`config.mk`:
```
export PLATFORM = sky130hd
export DESIGN_NAME = fir_coeff_ctrl
export DESIGN_NICKNAME = d
export VERILOG_FILES = /design/src/rtl/fir_pkg.sv /design/src/rtl/vs_edge_det.sv /design/src/rtl/fir_coeff_ctrl.sv
export SDC_FILE = /design/constraint.sdc
export NUM_CORES = 1
export LEC_CHECK = 0
export BUFFER_PORTS_ARGS = -buffer_cell sky130_fd_sc_hd__buf_2
export CAP_MARGIN = 20
export CORE_AREA = 2 2 267 269
export CTS_CLUSTER_SIZE = 8
export DETAILED_ROUTE_END_ITERATION = 16
export DIE_AREA = 0 0 269 271
export PLACE_DENSITY_LB_ADDON = 0.2
export REMOVE_ABC_BUFFERS = 1
export SYNTH_ARGS = -nofsm -noshare
export SYNTH_HDL_FRONTEND = slang
export SYNTH_SLANG_ARGS = --single-unit
```
`constraint.sdc`:
```
create_clock -name clk -period 2.35 [get_ports clk]
set_input_delay 0.1175 -clock clk [delete_from_list [all_inputs] [get_ports clk]]
set_output_delay 0.1175 -clock clk [all_outputs]
set_load 0.01 [all_outputs]
```
`src/rtl/fir_pkg.sv`:
```
// Shared constants, CTRL register layout and FSM states for the FIR coefficient controller.
package fir_pkg;
  localparam int N_TAPS     = 25;
  localparam int KERNEL_DIM = 5;
  localparam int CENTRE_TAP = (KERNEL_DIM * KERNEL_DIM) / 2;

  localparam logic [4:0] CTRL_IDX = 5'd25;
  localparam int CTRL_COMMIT_BIT  = 0;
  localparam int CTRL_LOAD_ID_BIT = 1;
  localparam int CTRL_ABORT_BIT   = 2;

  typedef enum logic [1:0] {IDLE, ARMED, COMMIT} state_e;

  // Identity kernel: unity gain on the centre tap, zero elsewhere.
  function automatic logic [31:0] identity_tap(input int k, input int frac);
    return (k == CENTRE_TAP) ? (32'd1 << frac) : 32'd0;
  endfunction
endpackage

```
`src/rtl/vs_edge_det.sv`:
```
// Vertical-sync leading-edge detector; edge_o is combinational on vs_i against a one-cycle delay.
module vs_edge_det #(
  parameter bit VS_ACTIVE_HIGH = 1'b1
) (
  input  logic clk,
  input  logic rst,
  input  logic vs_i,
  output logic edge_o
);
  logic vs_q;

  always_ff @(posedge clk) begin
    if (rst) vs_q <= ~VS_ACTIVE_HIGH;
    else     vs_q <= vs_i;
  end

  assign edge_o = (vs_i != vs_q) && (vs_i == VS_ACTIVE_HIGH);
endmodule

```
`src/rtl/fir_coeff_ctrl.sv`:
```
// Shadow/active coefficient banks for the 5x5 FIR; bus writes land in shadow,
// an armed commit copies shadow to active on the next vsync leading edge.
module fir_coeff_ctrl
  import fir_pkg::*;
#(
  parameter int COEFF_W        = 16,
  parameter int COEFF_FRAC     = 8,
  parameter bit VS_ACTIVE_HIGH = 1'b1
) (
  input  logic                        clk,
  input  logic                        rst,
  input  logic [31:0]                 haddr,
  input  logic [31:0]                 hwdata,
  input  logic                        hwrite,
  input  logic                        hready,
  input  logic                        vs_i,
  output logic [N_TAPS*COEFF_W-1:0]   coeff_o,
  output logic                        commit_pending,
  output logic                        commit_done,
  output logic                        wr_err,
  output logic [15:0]                 frame_cnt
);
  state_e             state_q;
  logic [COEFF_W-1:0] shadow_q [N_TAPS];
  logic [COEFF_W-1:0] active_q [N_TAPS];
  logic               pending_q, done_q, err_q;
  logic [15:0]        frame_q;

  logic       vs_edge, wr_acc, is_coeff, bad_addr;
  logic       cmd_commit, cmd_load_id, cmd_abort;
  logic [4:0] widx;
  logic       unused_bits;

  vs_edge_det #(.VS_ACTIVE_HIGH(VS_ACTIVE_HIGH)) u_vs_edge (
    .clk    (clk),
    .rst    (rst),
    .vs_i   (vs_i),
    .edge_o (vs_edge)
  );

  assign widx        = haddr[6:2];
  assign wr_acc      = hwrite && hready;
  assign is_coeff    = wr_acc && (widx < 5'(N_TAPS));
  assign bad_addr    = wr_acc && (widx > CTRL_IDX);
  assign cmd_commit  = wr_acc && (widx == CTRL_IDX) && hwdata[CTRL_COMMIT_BIT];
  assign cmd_load_id = wr_acc && (widx == CTRL_IDX) && hwdata[CTRL_LOAD_ID_BIT];
  assign cmd_abort   = wr_acc && (widx == CTRL_IDX) && hwdata[CTRL_ABORT_BIT];
  assign unused_bits = ^{haddr[31:7], haddr[1:0], hwdata[31:COEFF_W]};

  function automatic logic [COEFF_W-1:0] id_tap(input int k);
    logic [31:0] t;
    t = identity_tap(k, COEFF_FRAC);
    return t[COEFF_W-1:0];
  endfunction

  always_ff @(posedge clk) begin
    if (rst) begin
      state_q   <= IDLE;
      pending_q <= 1'b0;
      done_q    <= 1'b0;
      err_q     <= 1'b0;
      frame_q   <= '0;
      for (int k = 0; k < N_TAPS; k++) begin
        shadow_q[k] <= id_tap(k);
        active_q[k] <= id_tap(k);
      end
    end else begin
      done_q <= 1'b0;
      err_q  <= bad_addr;
      if (vs_edge) frame_q <= frame_q + 16'd1;
      unique case (state_q)
        IDLE: begin
          if (is_coeff) shadow_q[widx] <= hwdata[COEFF_W-1:0];
          // LOAD_ID lands in the same clock the FSM arms, so a combined write commits identity
          if (cmd_load_id) begin
            for (int k = 0; k < N_TAPS; k++) shadow_q[k] <= id_tap(k);
          end
          if (cmd_commit) begin
            state_q   <= ARMED;
            pending_q <= 1'b1;
          end
        end
        ARMED: begin
          if (is_coeff || cmd_load_id) err_q <= 1'b1;
          if (cmd_abort) begin
            state_q   <= IDLE;
            pending_q <= 1'b0;
          end else if (vs_edge) begin
            active_q  <= shadow_q;
            done_q    <= 1'b1;
            pending_q <= 1'b0;
            state_q   <= COMMIT;
          end
        end
        COMMIT: begin
          if (is_coeff || cmd_load_id) err_q <= 1'b1;
          state_q <= IDLE;
        end
        default: state_q <= IDLE;
      endcase
    end
  end

  for (genvar g = 0; g < N_TAPS; g++) begin : g_taps
    assign coeff_o[g*COEFF_W +: COEFF_W] = active_q[g];
  end

  assign commit_pending = pending_q;
  assign commit_done    = done_q;
  assign wr_err         = err_q;
  assign frame_cnt      = frame_q;
endmodule
```
# Word-level counts from Yosys, hierarchy flattened

Index checks and enable logic that the tools add are counted.

Logic and storage cells: 105
Output and inout port bits: 419
Register bits: 822
Input bits: 69

Bitwise operators: 3
Reductions and logical operators: 19
Equality and inequality tests: 6
Multiplexer cells: 16
Add/subtract/negate cells: 1
$lt $le $gt $ge: 4

Operators with widths:

| cell                                                                         | number |
|---|---|
| 400-bit 2-to-1 mux                                                           | 2 |
| 400-bit bitwise mux                                                          | 1 |
| 16-bit demux with 5-bit select                                               | 1 |
| 16-bit by 1-bit adder with 16-bit output, second input constant              | 1 |
| 16-bit 2-to-1 mux                                                            | 1 |
| 1-bit logical AND                                                            | 9 |
| 6-bit greater-or-equal comparator, second input constant                     | 1 |
| 6-bit by 1-bit less-than comparator with 1-bit output, second input constant | 1 |
| 1-bit 2-to-1 mux                                                             | 6 |
| 2-bit 2-to-1 mux                                                             | 3 |
| 5-bit inverter with 6-bit output                                             | 1 |
| 3-bit AND reduction                                                          | 2 |
| 5-bit equality test, second input constant                                   | 1 |
| 5-bit > comparator, second input constant                                    | 1 |
| 5-bit less-than comparator, second input constant                            | 1 |
| 2-bit one-hot mux with 2 select lines                                        | 1 |
| 2-bit AND reduction                                                          | 2 |
| 2-bit nonzero test                                                           | 2 |
| 3-bit by 2-bit inequality test with 1-bit output, second input constant      | 1 |
| 3-bit OR reduction                                                           | 1 |
| 2-bit by 1-bit equality test with 1-bit output, second input constant        | 1 |
| 2-bit equality test, second input constant                                   | 1 |
| 2-bit logical NOT                                                            | 1 |
| 2-bit inequality test, second input constant                                 | 1 |
| other kinds (5)                                                              | 6 |

# Logic depth before layout (Yosys ltp)

Gate-level depths: netlist of the first run.

Word-level depth: 8
Gate-level depth with buffers: 9
Mapped depth without buffers: 6

# Modules after synthesis

From an unflattened synthesis of the first run, not the netlist that was laid out.

Cell total of the unflattened synthesis: 3,106
Area total of the unflattened synthesis: 28,270.9 um^2

By module, submodules not included:

| module         | seq. area each (um^2) | instances | area each (um^2) | cells each |
|---|---|---|---|---|
| fir_coeff_ctrl | 16,435.8              | 1         | 28,223.3         | 3,103 |
| vs_edge_det    | 20.0                  | 1         | 47.5             | 3 |

# Worst setup path before layout of the first run

No wires, ideal clock.

Path type: register -> register
From: reg state_q[1]
To: reg shadow_q[245] (netlist name)
Setup slack: 0.558 ns
Setup time: 0.117 ns
Buffers on the path: 1
Arrival time: 1.674 ns
Clock period less this slack: 1.792 ns
Data required time: 2.233 ns
Stages on the path, launching flop included: 8
Path through: dfxtp_1 -> inv_1 -> ha_1 -> nand3_2 -> a2111oi_0 -> nor2_1 -> buf_2 -> a32o_1

Cells in the longest elaborated chain, start to end: 2

Ends and longest elaborated chain:

| what                          | RTL line             | RTL |
|---|---|---|
| start, declared               | fir_coeff_ctrl.sv:23 | `state_e state_q;` |
| start signal, assigned        | fir_coeff_ctrl.sv:58 | `state_q <= IDLE;` |
| start signal, assigned        | fir_coeff_ctrl.sv:79 | `state_q <= ARMED;` |
| start signal, assigned        | fir_coeff_ctrl.sv:86 | `state_q <= IDLE;` |
| 2-bit logical NOT             | fir_coeff_ctrl.sv:71 | `unique case (state_q)` |
| 2-bit AND reduction (no line) | -                    |  |
| end signal, assigned by index | fir_coeff_ctrl.sv:64 | `shadow_q[k] <= id_tap(k);` |
| end signal, assigned by index | fir_coeff_ctrl.sv:73 | `if (is_coeff) shadow_q[widx] <= hwdata[COEFF_W-1:0];` |
| end, declared                 | fir_coeff_ctrl.sv:24 | `logic [COEFF_W-1:0] shadow_q [N_TAPS];` |

No other way between the ends.
A chain may end at the register's enable or synchronous reset.

# Worst setup path in the final report of the first run

From: reg state_q[0]
To: reg shadow_q[82] (netlist name)

Same word-level chain as after synthesis.

==> flow_summary.json, run 1 <==
{
  "cp_max_fo": 21,
  "synth_top_area_frac": 0.591,
  "synth_edf_count": 0,
  "final_common_cell": "nand2_1",
  "worst_setup_path_start_kind": "flip-flop",
  "numPlacedInstances": 4184,
  "drt_first_pass_iters": 5,
  "rsz0062_at_grt": "no",
  "total_power_mw": 29.8,
  "cts_resized": 0,
  "drive_above_1_share": 0.208,
  "core_sq_um": 69800,
  "synth_flop_cell": "dfxtp_1",
  "crit_slowest_cell": "a21oi_2",
  "fmax_mhz": 458,
  "finalCriticalPeriod_ns": 2.19,
  "clk_pin_slew_ns": 0.05,
  "worstPathBufferInverterCount": 2,
  "fin_ws_ns": 0.164,
  "drtAntennaViolNets": 0,
  "grt_max_degree": 120,
  "clock-sinks": 822,
  "dp_slack_ns": 0.177,
  "dpl.hpwl_microns": 58500,
  "maxCapViolCount": 0,
  "grt_antenna_before_repair": 4,
  "via_per_inst": 5.37,
  "grt_pass1_vias": 22500,
  "max_stage_delay_ns": 0.83,
  "clockRootBuffer": "clkbuf_16",
  "tns_ns": 0,
  "hold_path_class": "input pin to flip-flop",
  "syn_area_per_cell_sq_um": 9.42,
  "yosys_warnings": 0,
  "synthArstFlopShare": 0,
  "cp-end-kind": "flip-flop",
  "cts_hold_buf": 20,
  "clock_latency_ns": 0.66,
  "synth_cells": 2956,
  "ys_ff_latch": 822,
  "cts_tree": "built",
  "seq_area_frac_synth": 0.591,
  "die_area_sq_um": 72900,
  "drtIter0Drc": 1628,
  "cp_top_family": "compound AO/OA/AOI/OAI gates",
  "worst_pin_slew_ns": 1.06,
  "clockBufferDepth": 3,
  "htreeDepth": 3,
  "netlist_area_sq_um": 27800,
  "cp_data_arrival_time_ns": 2.76,
  "synth_cell_types": 61,
  "p_per_area_nw_per_um2": 870,
  "io_pins": 488,
  "path_cells": "inv_1 > ha_1 > and3_1 > buf_12 > a21oi_2 > o2bb2ai_1",
  "die_height_microns": 271,
  "cts_setup_buffers": 0,
  "synth.top_cells.by_area": "dfxtp_1 59%, nand2_1 11%, o2bb2ai_1 9.0%",
  "numCtsBuffers": 112,
  "mostFrequentLayoutCells": "834 x nand2_1, 822 x dfxtp_1, 444 x buf_2",
  "die_x_microns": 269,
  "setup_viol": 0,
  "skew_ns": 0.0245,
  "grt.overflow.total": 0,
  "drv_slew": 0,
  "grt_pass1_wl_microns": 134000,
  "yosys.area.top_type": "dfxtp_1",
  "gp_congestion": 0.830,
  "drt-total-wl_microns": 89700,
  "worst_ir_drop_vdd_uv": 586,
  "wl_per_cell_microns": 20.8,
  "status": "completed",
  "slew_headroom": 0.294,
  "cellLeakagePower_nw": 12.8,
  "required_ns": 2.92,
  "grt.total_usage": 0.238,
  "num_vias": 23200,
  "num_rows": 97,
  "min_period_over_period": 0.930,
  "start_util": 0.399,
  "syn_to_final_growth_pct": 23.2,
  "fin_nets": 3451,
  "hold_violations": 0,
  "finalNonFillerCells": 4324,
  "post-route-drc-count": 0,
  "portBuffers": 444,
  "worstSetupPathType": "flip-flop to flip-flop"
}
[sequential cells by signal (all words and copies together), names as in the netlist]
register	flops
state_q	2
commit_pending	1
shadow_q	400
wr_err	1
frame_cnt	16
coeff_o	400
commit_done	1
u_vs_edge.vs_q	1
[power breakdown]
group | internal, mW | switching, mW
combinational | 0.405 | 1.35
clock | 8.39 | 5.64
sequential | 14.0 | 0.0286
total | 22.8 | 7.03
[logic make-up (layout without fill, tap and decap cells)]
kind of cell,count (synthesis),count (layout),share of synthesized area
fa+ha+maj,4,4,0.00180
mux,4,4,0.00148
flops,822,822,0.591
other cells,0,1,0
simple gates,943,943,0.135
buf+inv,309,736,0.0506
xor+xnor,10,10,0.00315
compound gates,864,864,0.217
[area by class of cell]
| cell class | count | area (sq um) |
|---|---|---|
| Timing Repair Buffer | 560 | 3440 |
| Fill cell | 6535 | 35500 |
| Sequential cell | 822 | 16500 |
| Multi-Input combinational cell | 1825 | 10100 |
| Antenna cell | 1 | 2.50 |
| Tap cell | 940 | 1180 |
| Clock buffer | 115 | 2840 |
| Inverter | 57 | 214 |
| Clock inverter | 4 | 88.8 |
[stage by stage]
step           utilization  hold slack [ns]  area (sq um)
2_1_floorplan            -            0.187         26600
3_3_place_gp         0.447            0.405         31200
3_5_place_dp         0.447            0.409         31200
4_1_cts              0.491            0.100         34300
5_1_grt              0.491            0.167         34300
6_report             0.491            0.134         34300
[worst paths after layout]
kind | from | endpoint | slack (ns) | cells past startpoint
worst max-delay path | state_q[0]$_SDFFE_PP0P_ | shadow_q[82]$_SDFFE_PP0P_ | 0.16 | 6
worst min register to register | shadow_q[393]$_SDFFE_PP0P_ | coeff_o[9]$_SDFFE_PP0P_ | 0.44 | 2
worst min-delay path | haddr[3] | wr_err$_SDFF_PP0_ | 0.13 | 4
worst max register to register | state_q[0]$_SDFFE_PP0P_ | shadow_q[82]$_SDFFE_PP0P_ | 0.16 | 6
[Yosys cell counts, types with 7 or more instances]
| master | count |
|---|---|
| nand2_1 | 849 |
| dfxtp_1 | 822 |
| a21oi_1 | 420 |
| o2bb2ai_1 | 286 |
| buf_2 | 148 |
| clkbuf_1 | 86 |
| a32o_1 | 62 |
| inv_1 | 57 |
| o32ai_1 | 57 |
| nor2_1 | 30 |
| buf_4 | 13 |
| nand3_1 | 9 |
| o22ai_1 | 9 |
| nor3_1 | 7 |
[routing by layer]
layer,vias to the layer above,GRT usage,share of wire
met5,-,0,0.000089
met4,2,0.0889,0.030
met3,152,0.0420,0.059
met2,690,0.387,0.47
met1,11300,0.316,0.44
li1,11000,-,-
[tightest hold or removal path: stages]
cell	delay, ns
buf_2	0.15
nor2_1	0.14
o21ai_0	0.09
and4_1	0.22
Note: power is estimated with default switching activity, not from simulation.
==> run 2: changes to the inputs <==
- RECOVER_POWER: not set -> 25
- SKIP_LAST_GASP: not set -> 1
- clock period: 2.35 -> 2.5 ns (I/O delays scaled with it)
==> flow_summary.json, run 2 (synthesized netlist as in run 1, its figures left out) <==
{
  "status": "completed",
  "worstPathBufferInverterCount": 2,
  "power_frac_seq": 0.470,
  "worst_pin_slew_ns": 1.21,
  "worst_setup_path_start_kind": "flip-flop",
  "slew_headroom": 0.195,
  "die_height_microns": 271,
  "clk_pin_slew_ns": 0.06,
  "post-route-drc-count": 0,
  "worst_ir_drop_vdd_uv": 583,
  "fin_nets": 3443,
  "mostFrequentLayoutCells": "834 x nand2_1, 822 x dfxtp_1, 410 x a21oi_1",
  "tns_ns": 0,
  "rsz0062_at_grt": "no",
  "cts_tree": "built",
  "via_per_inst": 5.34,
  "grt_max_degree": 90,
  "maxCapViolCount": 0,
  "num_vias": 23100,
  "skew_ns": 0.0285,
  "worstSetupPathType": "flip-flop to flip-flop",
  "clock_latency_ns": 0.66,
  "syn_to_final_growth_pct": 21.4,
  "swShare": 0.235,
  "cp-end-kind": "flip-flop",
  "finalNonFillerCells": 4317,
  "clock-sinks": 822,
  "fillCellCount": 6697,
  "start_util": 0.399,
  "grt.total_usage": 0.238,
  "grt_pass1_wl_microns": 134000,
  "grt_pass1_vias": 22600,
  "cts_resized": 0,
  "drt-total-wl_microns": 89400,
  "hold_path_class": "input pin to flip-flop",
  "cp_top_family": "compound AO/OA/AOI/OAI gates",
  "core_sq_um": 69800,
  "wl_per_cell_microns": 20.7,
  "io_pins": 488,
  "fmax_mhz": 432,
  "dpl.hpwl_microns": 57300,
  "setup_viol": 0,
  "crit_slowest_cell": "a21oi_2",
  "numPlacedInstances": 4174,
  "drt_first_pass_iters": 7,
  "p_switching_mw": 6.60,
  "finalCriticalPeriod_ns": 2.32,
  "portBuffers": 444,
  "combPwrFrac": 0.057,
  "cp_data_arrival_time_ns": 2.91,
  "cp_max_fo": 21,
  "clockBufferDepth": 3,
  "grt.overflow.total": 0,
  "p_per_area_nw_per_um2": 831,
  "whs_ns": 0.101,
  "cellLeakagePower_nw": 11.4,
  "clockRootBuffer": "clkbuf_16",
  "p_int_mw": 21.5,
  "final_core_util": 0.484,
  "drive_above_1_share": 0.115,
  "required_ns": 3.09,
  "die_x_microns": 269,
  "final_common_cell": "nand2_1",
  "clock_power_share": 0.473,
  "path_cells": "inv_1 > ha_1 > and3_1 > buf_12 > a21oi_2 > a32o_1",
  "drtIter0Drc": 1565,
  "numCtsBuffers": 112,
  "total_power_mw": 28.1,
  "min_period_over_period": 0.926,
  "die_area_sq_um": 72900,
  "htreeDepth": 3,
  "max_stage_delay_ns": 0.94,
  "grt_antenna_before_repair": 0,
  "hold_violations": 0,
  "gp_congestion": 0.817,
  "num_rows": 97,
  "drtAntennaViolNets": 0,
  "drv_slew": 0
}
-- run 2: cell types whose count changed in the layout (fill, tap and decap cells not counted), sizes merged --
cell and change:
inv -1, diode +1, dlygate4sd3 +1, clkbuf +310, buf -319, clkinv +1
-- run 2: timing repair --
| item | CTS | global route |
|---|---|---|
| hold buffers | 21 | 0 |
| hold endpoints to repair | 88 | 0 |
| buffers inserted | 0 | 0 |
| setup endpoints to repair | 0 | 0 |
-- run 2: cell type report --
class	count	area [sq um]	share of cell area
flip-flops and latches	822	16500	0.487
clock inverters	4	85.1	0.00252
clock buffers	115	2870	0.0848
multi-input cells	1825	10100	0.298
well taps	940	1180	0.0348
repair buffers	552	2910	0.0860
inverters	57	214	0.00633
diodes	2	5.00	0.000148
-- run 2: metrics by stage --
step / worst slack, ns / cell area [sq um]
finish: 0.184 / 33800
global route: 0.0470 / 33800
CTS: 0.219 / 34200
detailed placement: 0.201 / 31000
global placement: 0.216 / 31000
floorplan: -5.70 / 26600
-- run 2: routing by layer --
layer	wire length, microns	GRT usage
met1	39500	0.312
met2	43200	0.399
met3	4820	0.0409
met4	1920	0.0725
met5	0	0
-- run 2: worst min-delay path, cell delays in order --
cell	delay, ns
buf_2	0.16
nand2b_1	0.12
a21oi_1	0.09
nor2_1	0.08
a41o_1	0.16
-- run 2: path summary, 6_finish.rpt --
path,from,slack (ns),depth (start not counted),endpoint
max,state_q[0]$_SDFFE_PP0P_,0.18,6,shadow_q[118]$_SDFFE_PP0P_
min,haddr[2],0.10,5,shadow_q[321]$_SDFFE_PP0P_
max reg2reg,state_q[0]$_SDFFE_PP0P_,0.18,6,shadow_q[118]$_SDFFE_PP0P_
min reg2reg,shadow_q[181]$_SDFFE_PP0P_,0.44,2,coeff_o[213]$_SDFFE_PP0P_
-- run 2: power by group through the flow --
| stage | Sequential [mW] | Combinational, mW | Clock (mW) |
|---|---|---|---|
| 2_1_floorplan | 13.5 | 0.636 | 0 |
| 3_3_place_gp | 13.5 | 1.54 | 0 |
| 3_5_place_dp | 13.5 | 1.56 | 0 |
| 4_1_cts | 13.2 | 1.59 | 13.5 |
| 5_1_grt | 13.2 | 1.70 | 14.1 |
| 6_report | 13.2 | 1.59 | 13.3 |
==> run 3: changes to the inputs <==
- CORE_AREA: 2 2 267 269 -> 2 2 269 271
- DIE_AREA: 0 0 269 271 -> 0 0 271 273
- SYNTH_HIERARCHICAL: not set -> 1
==> flow_summary.json, run 3 <==
{
  "cts_setup_buffers": 0,
  "slew_headroom": 0.148,
  "clockRootBuffer": "clkbuf_16",
  "htreeDepth": 3,
  "synth_xor_area_frac": 0.00341,
  "dpl.hpwl_microns": 56800,
  "skew_ns": 0.0274,
  "synth.top_cells.by_area": "dfxtp_1 58%, nand2_1 11%, a21oi_1 7.4%",
  "start_util": 0.398,
  "grt.total_usage": 0.236,
  "ys_ff_latch": 822,
  "min_period_over_period": 0.915,
  "numCtsBuffers": 112,
  "yosys_warnings": 6,
  "path_cells": "inv_1 > ha_1 > nand3_1 > a21oi_2 > buf_12 > and2_1 > a22o_1",
  "drtAntennaViolNets": 0,
  "via_per_inst": 5.19,
  "clk_pin_slew_ns": 0.05,
  "finalNonFillerCells": 4479,
  "synth_cells": 3106,
  "numPlacedInstances": 4344,
  "clockBufferDepth": 3,
  "maxCapViolCount": 0,
  "fin_nets": 3592,
  "worstPathBufferInverterCount": 2,
  "num_rows": 98,
  "grt_pass1_wl_microns": 135000,
  "synthArstFlopShare": 0,
  "startpoint": "state_q[1]$_SDFFE_PP0P_",
  "cp-end-kind": "flip-flop",
  "r2r-start": "state_q[1]$_SDFFE_PP0P_",
  "grt.overflow.total": 0,
  "drive_above_1_share": 0.113,
  "portBuffers": 444,
  "swShare": 0.230,
  "p_per_area_nw_per_um2": 810,
  "io_pins": 488,
  "syn_to_final_growth_pct": 21.4,
  "max_stage_delay_ns": 0.75,
  "num_vias": 23200,
  "rsz0062_at_grt": "no",
  "setup_viol": 0,
  "synthTopCellsByCount": "833 x nand2_1, 822 x dfxtp_1, 416 x a21oi_1, 196 x inv_1, 193 x o32ai_1",
  "whs_ns": 0.0782,
  "die_x_microns": 271,
  "required_ns": 3.08,
  "cts_tree": "built",
  "status": "completed",
  "hold_violations": 0,
  "finalCriticalPeriod_ns": 2.29,
  "clock-sinks": 822,
  "worstHoldStart": "hwdata[5]",
  "yosys.area_share.simple": 0.136,
  "worst_ir_drop_vdd_uv": 503,
  "combPwrFrac": 0.046,
  "drt_first_pass_iters": 6,
  "worst_pin_slew_ns": 1.28,
  "core_sq_um": 71000,
  "worstSetupPathType": "flip-flop to flip-flop",
  "fmax_mhz": 437,
  "cp_max_fo": 33,
  "wl_per_cell_microns": 20.3,
  "yosysMostFrequentCell": "nand2_1",
  "gp_congestion": 0.821,
  "p_switching_mw": 6.39,
  "drt-total-wl_microns": 91000,
  "power_frac_seq": 0.474,
  "seq_area_frac_synth": 0.582,
  "yosys.area_share.adder": 0.00177,
  "p_int_mw": 21.4,
  "clock_power_share": 0.480,
  "worst_setup_path_start_kind": "flip-flop",
  "synth_top_area_frac": 0.582,
  "netlist_area_sq_um": 28300,
  "final_core_util": 0.484,
  "grt_antenna_before_repair": 3,
  "die_height_microns": 273,
  "synth_cell_types": 52,
  "synth_compound_area_frac": 0.208,
  "drv_slew": 0,
  "clock_latency_ns": 0.67,
  "grt_pass1_vias": 21600,
  "final_common_cell": "nand2_1",
  "synth_top_family_by_area": "compound AO/OA/AOI/OAI gates",
  "synth_flop_cell": "dfxtp_1",
  "mostFrequentLayoutCells": "833 x nand2_1, 822 x dfxtp_1, 415 x a21oi_1",
  "cp_top_family": "simple AND/OR/NAND/NOR gates",
  "syn_area_per_cell_sq_um": 9.10,
  "grt_max_degree": 203,
  "cp_data_arrival_time_ns": 2.87,
  "hold_path_class": "input pin to flip-flop",
  "drtIter0Drc": 1973,
  "synth_edf_count": 0,
  "synthMuxAreaShare": 0.00150,
  "crit_slowest_cell": "and2_1",
  "die_area_sq_um": 74000,
  "post-route-drc-count": 0,
  "cellLeakagePower_nw": 11.8,
  "yosys.area.top_type": "dfxtp_1"
}
==> run 3: cell types whose count changed after synthesis, sizes merged, moves of 60 or more <==
cell | previous run | this run
clkbuf | 86 | 146
inv | 57 | 196
a22o | 2 | 175
o2bb2ai | 286 | 29
a32o | 62 | 0
o32ai | 57 | 193
==> run 3: routing by layer <==
layer  vias to the layer above  track usage  share of wire
li1                      11400            -              -
met1                     11100        0.337           0.46
met2                       703        0.367           0.45
met3                       100       0.0384          0.063
met4                         4       0.0670          0.020
met5                         -            0        0.00033
==> run 3: kinds of logic (layout without fill, tap and decap cells) <==
| family | Yosys count | in the layout |
|---|---|---|
| and+or+nand+nor | 951 | 951 |
| AOI/OAI and AO/OA | 853 | 853 |
| DFF | 822 | 822 |
| buffers and inverters | 461 | 881 |
| xor gates and xnor gates | 11 | 11 |
| adders and majority gates | 4 | 4 |
| muxes | 4 | 4 |
| other | 0 | 3 |
==> run 3: what timing repair did <==
| action | CTS | global route |
|---|---|---|
| setup endpoints to repair | 0 | 0 |
| gates resized for setup | 0 | 0 |
| hold buffers | 11 | 0 |
| endpoints found under the hold margin | 31 | 0 |
==> run 3: cell type report <==
class                   instances  area [sq um]
clock buffers                 116          2860
fillers                      7037         36700
flip-flops and latches        822         16500
inverters                     196           736
clock inverters                 5           136
repair buffers                564          2980
well taps                     950          1190
multi-input cells            1823          9970
diodes                          3          7.51
==> run 3: worst reg2reg max path: stages (launching register included) <==
cell     delay (ns)
dfxtp_1        0.29
inv_1          0.11
ha_1           0.23
nand3_1        0.13
a21oi_2        0.21
buf_12         0.20
and2_1         0.76
a22o_1         0.27
==> run 3: final timing paths <==
path                                     end  slack [ns]  cells after the start
setup / recovery   shadow_q[93]$_SDFFE_PP0P_        0.21                      7
hold / removal    shadow_q[213]$_SDFFE_PP0P_        0.08                      4
setup reg to reg   shadow_q[93]$_SDFFE_PP0P_        0.21                      7
hold reg to reg    coeff_o[184]$_SDFFE_PP0P_        0.44                      2
==> run 3: power groups by stage <==
stage                     Sequential (mW)  Clock, mW  Combinational [mW]
after floorplan                      13.4          0               0.486
after global placement               13.4          0                1.27
after detailed placement             13.4          0                1.27
after CTS                            13.2       13.6                1.28
after global routing                 13.2       14.2                1.37
final                                13.2       13.3                1.28
==> run 3: stage by stage <==
step                setup TNS, ns  cell area (sq um)  worst slack (ns)  power (mW)
floorplan                -2187.97              27100             -5.44        13.9
global placement                0              31600             0.197        14.7
detailed placement              0              31600             0.198        14.7
CTS                             0              34700             0.187        28.1
global route                    0              34300            0.0935        28.7
finish                          0              34300             0.211        27.8
